## config.mk

```make
export PLATFORM = sky130hd
export DESIGN_NAME = serial_tx_flat
export DESIGN_NICKNAME = d
export VERILOG_FILES = /design/src/rtl/serial_tx_if.sv /design/src/rtl/serial_tx.sv /design/src/flat_wrapper.sv
export SDC_FILE = /design/constraint.sdc
export NUM_CORES = 1
export LEC_CHECK = 0
export ABC_CLOCK_PERIOD_IN_PS = 2600
export BUFFER_PORTS_ARGS = -buffer_cell sky130_fd_sc_hd__buf_2
export CAP_MARGIN = 20
export CORE_ASPECT_RATIO = 1.1
export CORE_UTILIZATION = 47
export DETAILED_ROUTE_END_ITERATION = 8
export PLACE_DENSITY_LB_ADDON = 0.2
export SYNTH_ARGS = -nofsm -noshare
export SYNTH_HDL_FRONTEND = slang
export SYNTH_SLANG_ARGS = --single-unit
export TNS_END_PERCENT = 30
```

## constraint.sdc

```tcl
create_clock -name sysclk -period 2.6 [get_ports sysclk]
set_input_delay 0.26 -clock sysclk [delete_from_list [all_inputs] [get_ports sysclk]]
set_output_delay 0.26 -clock sysclk [all_outputs]
set_load 0.02 [all_outputs]
```

## src/rtl/serial_tx_if.sv

```systemverilog
`default_nettype none
// ============================================================================
// Module   : serial_tx_if
// Brief    : Byte handshake bundle between the host byte source and serial_tx.
// Revision : 1.0 - initial release
// ============================================================================
interface serial_tx_if;
    logic [7:0] data_i;
    logic       valid_i;
    logic       ready_o;

    modport master (output data_i, output valid_i, input  ready_o);
    modport slave  (input  data_i, input  valid_i, output ready_o);
endinterface
`default_nettype wire

```

## src/rtl/serial_tx.sv

```systemverilog
`default_nettype none
// ============================================================================
// Module   : serial_tx
// Brief    : UART frame transmitter with one-deep holding register; the
//            SERIAL_TX_PARITY_EN macro inserts an even parity bit after bit 7.
// Revision : 1.0 - initial release
// ============================================================================
module serial_tx #(
    parameter int STOP_BITS = 1
) (
    input  logic        sysclk,
    input  logic        reset,
    input  logic        baud_rate_tick_i,
    serial_tx_if.slave  bus,
    output logic        tx_o,
    output logic        busy_o,
    output logic        done_o
);

    localparam logic [1:0] c_STOP_LAST = 2'(STOP_BITS - 1);

    typedef enum logic [2:0] {
        S_IDLE   = 3'd0,
        S_START  = 3'd1,
        S_DATA   = 3'd2,
`ifdef SERIAL_TX_PARITY_EN
        S_PARITY = 3'd3,
`endif
        S_STOP   = 3'd4
    } t_state;

    t_state      r_state;
    t_state      w_state_nx;
    logic [7:0]  r_shift;
    logic [7:0]  w_shift_nx;
    logic [2:0]  r_bit_cnt;
    logic [2:0]  w_bit_cnt_nx;
    logic [1:0]  r_stop_cnt;
    logic [1:0]  w_stop_cnt_nx;
    logic [7:0]  r_hold;
    logic        r_hold_full;
    logic        r_tx;
    logic        r_busy;
    logic        r_done;
    logic        w_tx_nx;
    logic        w_done_nx;
    logic        w_load;
    logic        w_accept;
`ifdef SERIAL_TX_PARITY_EN
    logic        r_parity;
    logic        w_parity_nx;
`endif

    // Accept needs an empty holding register and load needs a full one,
    // so the two can never fire in the same cycle.
    assign w_accept    = bus.valid_i && !r_hold_full;
    assign bus.ready_o = !r_hold_full;
    assign tx_o        = r_tx;
    assign busy_o      = r_busy;
    assign done_o      = r_done;

    always_ff @(posedge sysclk or posedge reset) begin
        if (reset) begin
            r_state     <= S_IDLE;
            r_shift     <= 8'h00;
            r_bit_cnt   <= 3'd0;
            r_stop_cnt  <= 2'd0;
            r_hold      <= 8'h00;
            r_hold_full <= 1'b0;
            r_tx        <= 1'b1;
            r_busy      <= 1'b0;
            r_done      <= 1'b0;
`ifdef SERIAL_TX_PARITY_EN
            r_parity    <= 1'b0;
`endif
        end else begin
            r_state    <= w_state_nx;
            r_shift    <= w_shift_nx;
            r_bit_cnt  <= w_bit_cnt_nx;
            r_stop_cnt <= w_stop_cnt_nx;
            r_tx       <= w_tx_nx;
            r_busy     <= (w_state_nx != S_IDLE);
            r_done     <= w_done_nx;
`ifdef SERIAL_TX_PARITY_EN
            r_parity   <= w_parity_nx;
`endif
            if (w_load) begin
                r_hold_full <= 1'b0;
            end else if (w_accept) begin
                r_hold      <= bus.data_i;
                r_hold_full <= 1'b1;
            end
        end
    end

    always_comb begin
        w_state_nx    = r_state;
        w_shift_nx    = r_shift;
        w_bit_cnt_nx  = r_bit_cnt;
        w_stop_cnt_nx = r_stop_cnt;
        w_done_nx     = 1'b0;
        w_load        = 1'b0;

        if (baud_rate_tick_i) begin
            case (r_state)
                S_IDLE: begin
                    w_load = r_hold_full;
                end
                S_START: begin
                    w_state_nx   = S_DATA;
                    w_bit_cnt_nx = 3'd0;
                end
                S_DATA: begin
                    w_shift_nx = {1'b0, r_shift[7:1]};
                    if (r_bit_cnt == 3'd7) begin
                        w_bit_cnt_nx = 3'd0;
`ifdef SERIAL_TX_PARITY_EN
                        w_state_nx   = S_PARITY;
`else
                        w_state_nx   = S_STOP;
`endif
                    end else begin
                        w_bit_cnt_nx = r_bit_cnt + 3'd1;
                    end
                end
`ifdef SERIAL_TX_PARITY_EN
                S_PARITY: begin
                    w_state_nx = S_STOP;
                end
`endif
                S_STOP: begin
                    if (r_stop_cnt == c_STOP_LAST) begin
                        w_stop_cnt_nx = 2'd0;
                        w_done_nx     = 1'b1;
                        w_state_nx    = S_IDLE;
                        w_load        = r_hold_full;
                    end else begin
                        w_stop_cnt_nx = r_stop_cnt + 2'd1;
                    end
                end
                default: begin
                    w_state_nx = S_IDLE;
                end
            endcase
        end

        if (w_load) begin
            w_shift_nx = r_hold;
            w_state_nx = S_START;
        end
    end

`ifdef SERIAL_TX_PARITY_EN
    // Data bits are consumed by the shifter, so parity is captured at load.
    assign w_parity_nx = w_load ? ^r_hold : r_parity;
`endif

    always_comb begin
        w_tx_nx = 1'b1;
        case (w_state_nx)
            S_START:  w_tx_nx = 1'b0;
            S_DATA:   w_tx_nx = w_shift_nx[0];
`ifdef SERIAL_TX_PARITY_EN
            S_PARITY: w_tx_nx = w_parity_nx;
`endif
            default:  w_tx_nx = 1'b1;
        endcase
    end

endmodule
`default_nettype wire

```

## src/flat_wrapper.sv

```systemverilog
// flat-port wrapper written by rule: the top's interface ports become plain ports
module serial_tx_flat 
#(
    parameter int STOP_BITS = 1
)
  (sysclk, reset, baud_rate_tick_i, tx_o, busy_o, done_o, bus_data_i, bus_valid_i, bus_ready_o);
  serial_tx_if bus_i ();
  input  logic sysclk;
  input  logic reset;
  input  logic baud_rate_tick_i;
  output logic tx_o;
  output logic busy_o;
  output logic done_o;
  input wire logic [$bits(bus_i.data_i)-1:0] bus_data_i;
  input wire logic [$bits(bus_i.valid_i)-1:0] bus_valid_i;
  output wire logic [$bits(bus_i.ready_o)-1:0] bus_ready_o;
  assign bus_i.data_i = bus_data_i;
  assign bus_i.valid_i = bus_valid_i;
  assign bus_ready_o = bus_i.ready_o;
  serial_tx #(.STOP_BITS(STOP_BITS)) u_core (.sysclk(sysclk), .reset(reset), .baud_rate_tick_i(baud_rate_tick_i), .bus(bus_i), .tx_o(tx_o), .busy_o(busy_o), .done_o(done_o));
endmodule
```

==> impl_results.md <==
- Measured slew at the worst slew-check pin: 0.670 ns
- Final Hold Viols: 0
- Clk_lat worst skew: 0.33 ns
- RSZ-0062 raised after global routing: no
- CP max-delay cell: or4b_1
- Total CTS buffers: 3
- Yosys reg bits: 28
- Layout cells sized above 1: 0.265
- Routed len/inst: 13.9 um
- Worst Hold Path Cells: 2
- Clock skew: 0.0120 ns
- Maximum VDD drop: 0.000834 V
- Initial antenna violation count: 0
- Final wirelength: 2270 um
- Max_slew headroom: 0.552
- Rows: 19
- Placer Congestion: 0.781
- Final non-filler cell total: 163
- Final period util: 0.820
- Clk pwr share: 0.163
- Sw power: 602 uW
- Total number of vias: 877
- Syn Nets: 132
- Pwr dens: 1170 nW/um2
- Synth Instances: 116
- Leak: 0.000723 uW
- Core area: 2570 um2
- Status: completed
- Final instance area: 1470 um2
- CP top delay family: compound AO/OA/AOI/OAI gates
- Antenna Violating Nets Remaining: 0
- DRC viols: 0
- Hold crit path type: in2reg
- Setup crit end kind: flop
- Die Footprint: 3000 um2
- Critical Path Source Type: flop
- Starting density of the core: 0.510
- Worst Path Buf+Inv: 0
- Final nets: 149
- Largest net degree at the start of global routing: 29
- Reg power frac: 0.456
- Chip Width: 52.3 um
- Vias in the first global route: 916
- IO Count: 16
- R2R cell count: 6
- Internal power: 1120 uW
- Total track usage: 0.190
- Global route overflow: 0
- Sink Count: 28
- Tmin final: 2.13 ns
- Htree depth: 1
- WHS Endpoint: u_core.r_hold[3]$_DFFE_PP0P_
- Layout area overhead: 12.1%
- Sw frac: 0.350
- Clock tree from TritonCTS: built
- RR Startpoint: u_core.r_bit_cnt[0]$_DFFE_PP0P_
- Mean post-synth cell area: 11.3 um2
- Flop2flop setup slack: 0.47 ns
- Fmax: 469 MHz
- Post-DP HPWL: 1590 um
- CTS root buf: clkbuf_4
- Worst path max stage delay: 0.48 ns
- Worst Setup SP: u_core.r_bit_cnt[0]$_DFFE_PP0P_
- Detail-routed via count per cell: 5.38
- Final setup violation count: 0
- Critical path type: reg2reg
- Synthesized area: 1310 um2
- Comb power frac: 0.381
- Number of slew-limit violations in the final report: 0
- Max-Cap Viols: 0
- Final setup TNS: 0 ns
- CP max FO: 4
- DIE HEIGHT: 57.3 um
- First-pass GRT wire length: 4130 um
- Worst hold start: bus_data_i[3]
- Post-DP Area: 1410 um2
- Drt first-iter violations: 18
- Sequential share of the synthesized area: 0.536
- Distinct cells, synth: 35
- Clock-pin slew on the worst setup and hold paths: 0.15 ns
- Critical Path RT: 2.84 ns
- Worst EP arrival: 2.37 ns
- DR pass1 iterations: 4
- Max Root-Sink Buffers: 2
- DP Cell Count: 158
- CP dominant cell by count: ha_1
- I/O Buffers: 15
- Reg2Reg Capture Point: u_core.tx_o$_DFF_PP1_
- Yosys warnings: 0
- Worst path cell trace: ha_1 -> ha_1 -> or4b_1 -> o311a_2 -> a2111oi_4 -> o21ai_1
- Diodes inserted: 0
==> placed cells by master, fill, tap and decap left out, types with 3 or more instances in the layout <==
cell	Yosys	routed
o21ai_0	4	4
nor2_1	4	4
mux2_2	8	8
clkbuf_4	0	3
a22oi_1	6	6
ha_1	4	4
buf_2	2	15
inv_1	8	8
a22o_1	5	5
nand2_1	16	16
dfrtp_1	27	27
nand2b_1	3	3
==> Yosys cell counts <==
| cell | n | area share |
|---|---|---|
| nor2_1 | 4 | 0.011 |
| o21ai_1 | 2 | 0.0076 |
| nand2b_1 | 3 | 0.014 |
| ha_1 | 4 | 0.038 |
| dfstp_2 | 1 | 0.020 |
| and3_1 | 1 | 0.0048 |
| nor2b_1 | 1 | 0.0048 |
| o21a_1 | 1 | 0.0057 |
| a21o_1 | 2 | 0.011 |
| and2_1 | 2 | 0.0096 |
| o311a_2 | 1 | 0.0086 |
| clkbuf_1 | 2 | 0.0057 |
| dfrtp_1 | 27 | 0.52 |
| and4bb_2 | 1 | 0.0096 |
| nand3_1 | 1 | 0.0038 |
| a22o_1 | 5 | 0.033 |
| or2b_1 | 1 | 0.0057 |
| o22ai_1 | 1 | 0.0048 |
| a21oi_1 | 2 | 0.0076 |
| mux2_2 | 8 | 0.069 |
| o31ai_1 | 1 | 0.0057 |
| o21ai_0 | 4 | 0.015 |
| a21oi_2 | 1 | 0.0067 |
| and4bb_1 | 1 | 0.0096 |
| nor4_1 | 1 | 0.0048 |
| a2111oi_4 | 1 | 0.021 |
| a32o_1 | 1 | 0.0076 |
| a21bo_2 | 1 | 0.0076 |
| buf_2 | 2 | 0.0076 |
| buf_4 | 1 | 0.0057 |
| nand2_1 | 16 | 0.046 |
| inv_1 | 8 | 0.023 |
| or4b_1 | 1 | 0.0076 |
| or2_2 | 1 | 0.0048 |
| a22oi_1 | 6 | 0.034 |
==> final cells by class <==
class,instances,area (um2)
Inverter,8,30.0
Clock inverter,1,30.0
Timing Repair Buffer,17,92.6
Fill cell,225,1100
Multi-Input combinational cell,75,552
Clock buffer,3,22.5
Sequential cell,28,702
Tap cell,31,38.8
==> how the worst max path moves through the flow <==
stage / to / slack, ns / cells past startpoint
global placement: u_core.tx_o$_DFF_PP1_ / 0.65 / 6
floorplan: u_core.tx_o$_DFF_PP1_ / 0.71 / 6
CTS: u_core.tx_o$_DFF_PP1_ / 0.48 / 6
finish: u_core.tx_o$_DFF_PP1_ / 0.47 / 6
global route: u_core.tx_o$_DFF_PP1_ / 0.39 / 6
detailed placement: u_core.tx_o$_DFF_PP1_ / 0.60 / 6
==> layer usage <==
metal | global-route usage | vias to the layer above | part of all wire
met5 | 0 | - | 0
met4 | 0.120 | 0 | 0.042
met3 | 0.0240 | 8 | 0.028
met2 | 0.295 | 16 | 0.46
met1 | 0.249 | 410 | 0.47
li1 | - | 443 | -
==> per-stage QoR <==
stage	setup slack, ns	hold slack, ns	utilization	power, uW
2_1_floorplan	0.711	0.325	-	1300
3_5_place_dp	0.604	0.337	0.547	1440
4_1_cts	0.483	0.145	0.572	1730
5_1_grt	0.392	0.123	0.572	1850
6_report	0.469	0.148	0.572	1720
3_3_place_gp	0.653	0.342	0.547	1400
==> flip-flops by register name (all words and copies together) (netlist names) <==
signal / flops
u_core.r_hold: 8
u_core.r_shift: 8
u_core.r_bit_cnt: 3
u_core.r_state: 3
u_core.r_stop_cnt: 2
u_core.busy_o: 1
u_core.done_o: 1
u_core.r_hold_full: 1
u_core.tx_o: 1
==> logic make-up (layout without fill, tap and decap cells) <==
kind of cell | after synthesis | count (layout) | share of synthesized area
fa+ha+maj | 4 | 4 | 0.0382
buf+inv | 13 | 29 | 0.0421
flops | 28 | 28 | 0.536
mux | 8 | 8 | 0.0688
simple gates | 34 | 34 | 0.137
compound gates | 29 | 29 | 0.178
==> power groups by stage <==
stage / sequential (uW) / combinational [uW] / clock, uW
5_1_grt: 818 / 732 / 304
3_3_place_gp: 785 / 617 / 0
3_5_place_dp: 793 / 644 / 0
4_1_cts: 783 / 662 / 287
2_1_floorplan: 750 / 549 / 0
6_report: 784 / 655 / 281
==> repair_timing <==
action,4_1_cts,5_1_grt
endpoints found under the hold margin,27,0
hold buffers,1,0
gates resized for setup,0,0
buffers inserted,0,0
(Power assumes the default switching activity.)
